`config.mk`:
```
export PLATFORM = sky130hd
export DESIGN_NAME = bin2bcd_seq
export DESIGN_NICKNAME = d
export VERILOG_FILES = /design/src/rtl/bin2bcd_seq.sv
export SDC_FILE = /design/constraint.sdc
export NUM_CORES = 1
export LEC_CHECK = 0
export ABC_AREA = 1
export CAP_MARGIN = 20
export CORE_MARGIN = 8
export CORE_UTILIZATION = 40
export CTS_CLUSTER_DIAMETER = 150
export CTS_CLUSTER_SIZE = 24
export DETAILED_ROUTE_END_ITERATION = 16
export GPL_TIMING_DRIVEN = 0
export SLEW_MARGIN = 20
export SYNTH_ARGS = -nofsm -noshare
export SYNTH_HDL_FRONTEND = slang
export SYNTH_SLANG_ARGS = --single-unit
export TNS_END_PERCENT = 30
```
`constraint.sdc`:
```
create_clock -name clk -period 3.45 [get_ports clk]
set_input_delay 0.69 -clock clk [delete_from_list [all_inputs] [get_ports clk]]
set_output_delay 0.69 -clock clk [all_outputs]
set_load 0.02 [all_outputs]
```
`src/rtl/bin2bcd_seq.sv`:
```
// Iterative shift-and-add-3 binary-to-BCD converter, one input bit per clock,
// with valid/ready handshakes and optional two's-complement input.
module bin2bcd_seq #(
    parameter int BIN_W  = 8,
    parameter int DIGITS = 3,
    parameter int SIGNED = 0
) (
    input  logic                  clk,
    input  logic                  rst,
    input  logic                  in_valid,
    output logic                  in_ready,
    input  logic [BIN_W-1:0]      bin_in,
    output logic                  out_valid,
    input  logic                  out_ready,
    output logic [4*DIGITS-1:0]   bcd_out,
    output logic                  sign_out,
    output logic                  busy
);

    localparam int BCD_W = 4 * DIGITS;
    localparam int SR_W  = BCD_W + BIN_W;
    localparam int CNT_W = $clog2(BIN_W + 1);

    // Smallest digit count whose decimal range covers 2^bits - 1.
    function automatic int digits_needed(input int bits);
        longint unsigned max_val;
        longint unsigned pow10;
        int              d;
        max_val = (64'd1 << bits) - 64'd1;
        pow10   = 64'd10;
        d       = 1;
        while (pow10 <= max_val) begin
            d     = d + 1;
            pow10 = pow10 * 64'd10;
        end
        return d;
    endfunction

    if (BIN_W < 2) begin : g_bad_width
        $error("bin2bcd_seq: BIN_W must be at least 2");
    end
    if (DIGITS < digits_needed(BIN_W)) begin : g_bad_digits
        $error("bin2bcd_seq: DIGITS too small to hold 2^BIN_W - 1");
    end

    typedef enum logic [1:0] {
        IDLE,
        SHIFT,
        DONE
    } state_t;

    state_t             state;
    state_t             next_state;
    logic [SR_W-1:0]    shift_reg;
    logic [SR_W-1:0]    adjusted;
    logic [SR_W-1:0]    shifted;
    logic [CNT_W-1:0]   count;
    logic               sign_reg;
    logic               neg_in;
    logic [BIN_W-1:0]   magnitude;

    // The negation wraps in BIN_W bits, so the most negative value maps onto
    // its own bit pattern, which read unsigned is exactly its magnitude.
    always_comb begin
        neg_in    = (SIGNED != 0) && bin_in[BIN_W-1];
        magnitude = neg_in ? (~bin_in + BIN_W'(1)) : bin_in;
    end

    always_comb begin
        adjusted = shift_reg;
        for (int d = 0; d < DIGITS; d++) begin
            if (shift_reg[BIN_W + 4*d +: 4] >= 4'd5) begin
                adjusted[BIN_W + 4*d +: 4] = shift_reg[BIN_W + 4*d +: 4] + 4'd3;
            end
        end
        shifted = adjusted << 1;
    end

    always_ff @(posedge clk or posedge rst) begin
        if (rst) begin
            state <= IDLE;
        end else begin
            state <= next_state;
        end
    end

    always_comb begin
        next_state = state;
        in_ready   = 1'b0;
        busy       = 1'b0;
        out_valid  = 1'b0;
        case (state)
            IDLE: begin
                in_ready = 1'b1;
                if (in_valid) next_state = SHIFT;
            end
            SHIFT: begin
                busy = 1'b1;
                if (count == CNT_W'(1)) next_state = DONE;
            end
            DONE: begin
                out_valid = 1'b1;
                if (out_ready) next_state = IDLE;
            end
            default: next_state = IDLE;
        endcase
    end

    // Results are published on the final shift edge and then held untouched
    // until the next conversion finishes.
    always_ff @(posedge clk or posedge rst) begin
        if (rst) begin
            shift_reg <= '0;
            count     <= '0;
            sign_reg  <= 1'b0;
            bcd_out   <= '0;
            sign_out  <= 1'b0;
        end else begin
            case (state)
                IDLE: begin
                    if (in_valid) begin
                        shift_reg <= {{BCD_W{1'b0}}, magnitude};
                        count     <= CNT_W'(BIN_W);
                        sign_reg  <= neg_in;
                    end
                end
                SHIFT: begin
                    shift_reg <= shifted;
                    count     <= count - CNT_W'(1);
                    if (count == CNT_W'(1)) begin
                        bcd_out  <= shifted[SR_W-1:BIN_W];
                        sign_out <= sign_reg;
                    end
                end
                default: ;
            endcase
        end
    end

endmodule

```
==> flow_summary_export.csv <==
group,metric,value,unit
die,die_h,85.0,um
placed_design,io_buffers,26,
sta,finalMaxSlewViolations,0,
die,die_x,85.0,um
logic_synthesis,synthXorXnorAreaFrac,0.00461,
global_routing,gr-total-overflow,0,
routing,route.detailed.drc,0,
global_routing,grt_max_degree,35,
logic_synthesis,seq_area_frac_synth,0.500,
logic_synthesis,yosys.area_share.simple,0.306,
logic_synthesis,syn_area_per_cell,8.20,um^2
sta,hold_viol_final,0,
logic_synthesis,synthAdderAreaFrac,0.0526,
power_and_ir_drop,power_frac_comb,0.496,
clock_tree,cts_resized,0,
clock_tree,root_buffer,"clkbuf_8",
global_routing,grt.total_usage,0.123,
final_layout,largest_reg_flops,20,
routing,dr.pass1.iters,4,
global_routing,grt_pass1_wl,7110,um
final_layout,nFillCells,472,
logic_synthesis,synth_cells,232,
power_and_ir_drop,total_leakage_power,1.18,nW
worst_setup_path,startpoint_type,"register",
sta,final.min_clock_period,2.49,ns
worst_setup_path,crit_family,"buffers and inverters",
logic_synthesis,synth_seq_cells,38,
routing,routed_wl,4040,um
sta,max_freq,0.401,GHz
worst_setup_path,reg2regPathDepth,7,
logic_synthesis,synth.mux.area_fraction,0,
clock_tree,worstSkewPairLatency,0.29,ns
routing,drt_iter0_drc,74,
placed_design,routabilityCongestion,0.766,
final_layout,area_growth,22.6,%
sta,setup_tns,0,ns
logic_synthesis,mappedNetlistArea,0.00190,mm^2
die,initial_utilization,0.408,
clock_tree,hold_buffers,0,
power_and_ir_drop,ir_drop,377,uV
global_routing,grt_pass1_vias,1539,
clock_tree,cts_tree,"built",
power_and_ir_drop,clockPowerShare,0.142,
sta,skew,0.00648,ns
worst_setup_path,max_stage_delay,0.62,ns
final_layout,nets,286,
min_path,holdPathStages,2,
logic_synthesis,synth_top_family_by_area,"simple AND/OR/NAND/NOR gates",
flow_run,drv_cap,0,
clock_tree,h-tree-depth,2,
clock_tree,numCtsBuffers,5,
worst_setup_path,ff2ff_setup_slack,2.07,ns
placed_design,dpl.hpwl,2870,um
clock_tree,clk_path_buf_depth,2,
worst_setup_path,setup.worst_path.end_class,"output pin",
power_and_ir_drop,sw_frac_of_total,0.426,
logic_synthesis,synth-compound-area-share,0.0586,
logic_synthesis,synth.distinct_cells,23,
worst_setup_path,required,2.76,ns
min_path,hold_class,"reg2reg",
routing,drtAntennaViolNets,0,
die,rows,25,
logic_synthesis,synth_nets,252,
clock_tree,clock_sinks,38,
worst_setup_path,path_depth,4,
clock_tree,clk_pin_slew,0.07,ns
sta,setup_viol,0,
power_and_ir_drop,p_per_area,916,mW/mm^2
worst_setup_path,critPathMaxFanout,10,
routing,num_vias,1536,
worst_setup_path,worst-path-buf-inv,3,
clock_tree,post-cts-setup-buffer-count,0,
power_and_ir_drop,p_switching,0.911,mW
final_layout,layout-drive-gt1-share,0.0906,
routing,wl_per_cell,12.7,um
run_status,status,"completed",
worst_setup_path,crit_chain,"inv_2 > nor2_4 > buf_4 > clkdlybuf4s50_1",
worst_setup_path,arrival,1.80,ns
power_and_ir_drop,p_int,1.23,mW
power_and_ir_drop,pwr-share-seq,0.362,
die,die-area,0.00722,mm^2
worst_setup_path,crit_type,"reg2out",
routing,avgViaCountPerCell,4.82,
sta,rsz0062_at_grt,"no",
global_routing,antenna_found_initial,0,
die,io-pin-count,28,
final_layout,antennaDiodeCount,0,
sta,fin_hold_ws,0.469,ns
die,core,0.00466,mm^2
worst_setup_path,cp_slowest_cell,"clkdlybuf4s50_1",
logic_synthesis,synth_warnings,0,
sta,finalCritPeriodShare,0.723,
-- worst paths after layout --
kind / start / endpoint
max reg2reg: shift_reg[8] / shift_reg[11]
min: bcd_out[11] / bcd_out[11]
min reg2reg: bcd_out[11] / bcd_out[11]
max: state[0] / busy
min in group asynchronous: rst / count[0]
max in group asynchronous: rst / bcd_out[0]
-- cell usage in the layout (no fill, tap or decap) --
cell type	count
nand2_2	1
nor2_1	3
buf_4	4
buf_6	2
nand2_4	2
conb_1	1
clkdlybuf4s50_1	26
a21boi_0	1
buf_12	1
xnor2_1	1
o22ai_1	3
o21ai_0	12
clkbuf_8	6
o211ai_1	1
dfrtp_1	38
nand3_1	27
nor2_2	1
nor2_4	2
ha_1	8
nand2_1	94
o21ai_1	2
inv_4	1
inv_2	4
nand4_1	4
inv_1	19
o31ai_1	1
-- layout make-up --
class | count | area (um^2) | share of cell area
flip-flops and latches | 38 | 951 | 0.408
multi-input cells | 164 | 806 | 0.345
repair buffers | 27 | 280 | 0.120
inverters | 24 | 92.6 | 0.0397
clock buffers | 6 | 82.6 | 0.0354
well taps | 54 | 67.6 | 0.0290
plain buffers | 6 | 52.6 | 0.0225
-- power by group through the flow --
stage	Clock, mW	Combinational (mW)	Sequential [mW]
after floorplan	0	0.678	0.828
after global placement	0	1.05	0.779
after detailed placement	0	1.07	0.781
after CTS	0.316	1.08	0.775
after global routing	0.332	1.21	0.796
final	0.303	1.06	0.775
-- kinds of logic after synthesis --
kind of cell,after synthesis
simple gates,134
xor+xnor,1
compound gates,20
flops,38
buf+inv,30
other cells,1
fa+ha+maj,8
-- synth_stat cells (all sizes together) --
cell,number,share of area
xnor2,1,0.0046
a21boi,1,0.0039
buf,6,0.028
inv,24,0.049
ha,8,0.053
nand4,4,0.013
o211ai,1,0.0039
nand2,97,0.20
o21ai,14,0.037
nand3,27,0.071
o31ai,1,0.0039
nor2,6,0.021
dfrtp,38,0.50
conb,1,0.0020
o22ai,3,0.0099
-- worst reg2reg max path: stages (launching register included) --
cell      delay, ns
dfrtp_1        0.42
inv_1          0.13
ha_1           0.17
inv_1          0.05
nand2_1        0.10
a21boi_0       0.28
nand2_1        0.08
o21ai_0        0.07
-- routing by layer --
| metal | routed length (um) | global-route usage | up-vias |
|---|---|---|---|
| li1 | - | - | 799 |
| met1 | 1960 | 0.152 | 703 |
| met2 | 1830 | 0.188 | 26 |
| met3 | 182 | 0.0463 | 8 |
| met4 | 63 | 0.0469 | 0 |
| met5 | 0 | 0 | - |
-- stage by stage --
stage / setup WS [ns] / area (um^2) / util / power [mW] / std cells
after floorplan: 1.90 / 1900 / - / 1.51 / 232
after global placement: 1.01 / 2230 / 0.478 / 1.83 / 312
after detailed placement: 1.26 / 2250 / 0.483 / 1.85 / 313
after CTS: 0.940 / 2330 / 0.500 / 2.17 / 319
after global routing: 0.874 / 2330 / 0.500 / 2.33 / 319
final: 0.956 / 2330 / 0.500 / 2.14 / 319
Power figures use the tool's default switching activity.
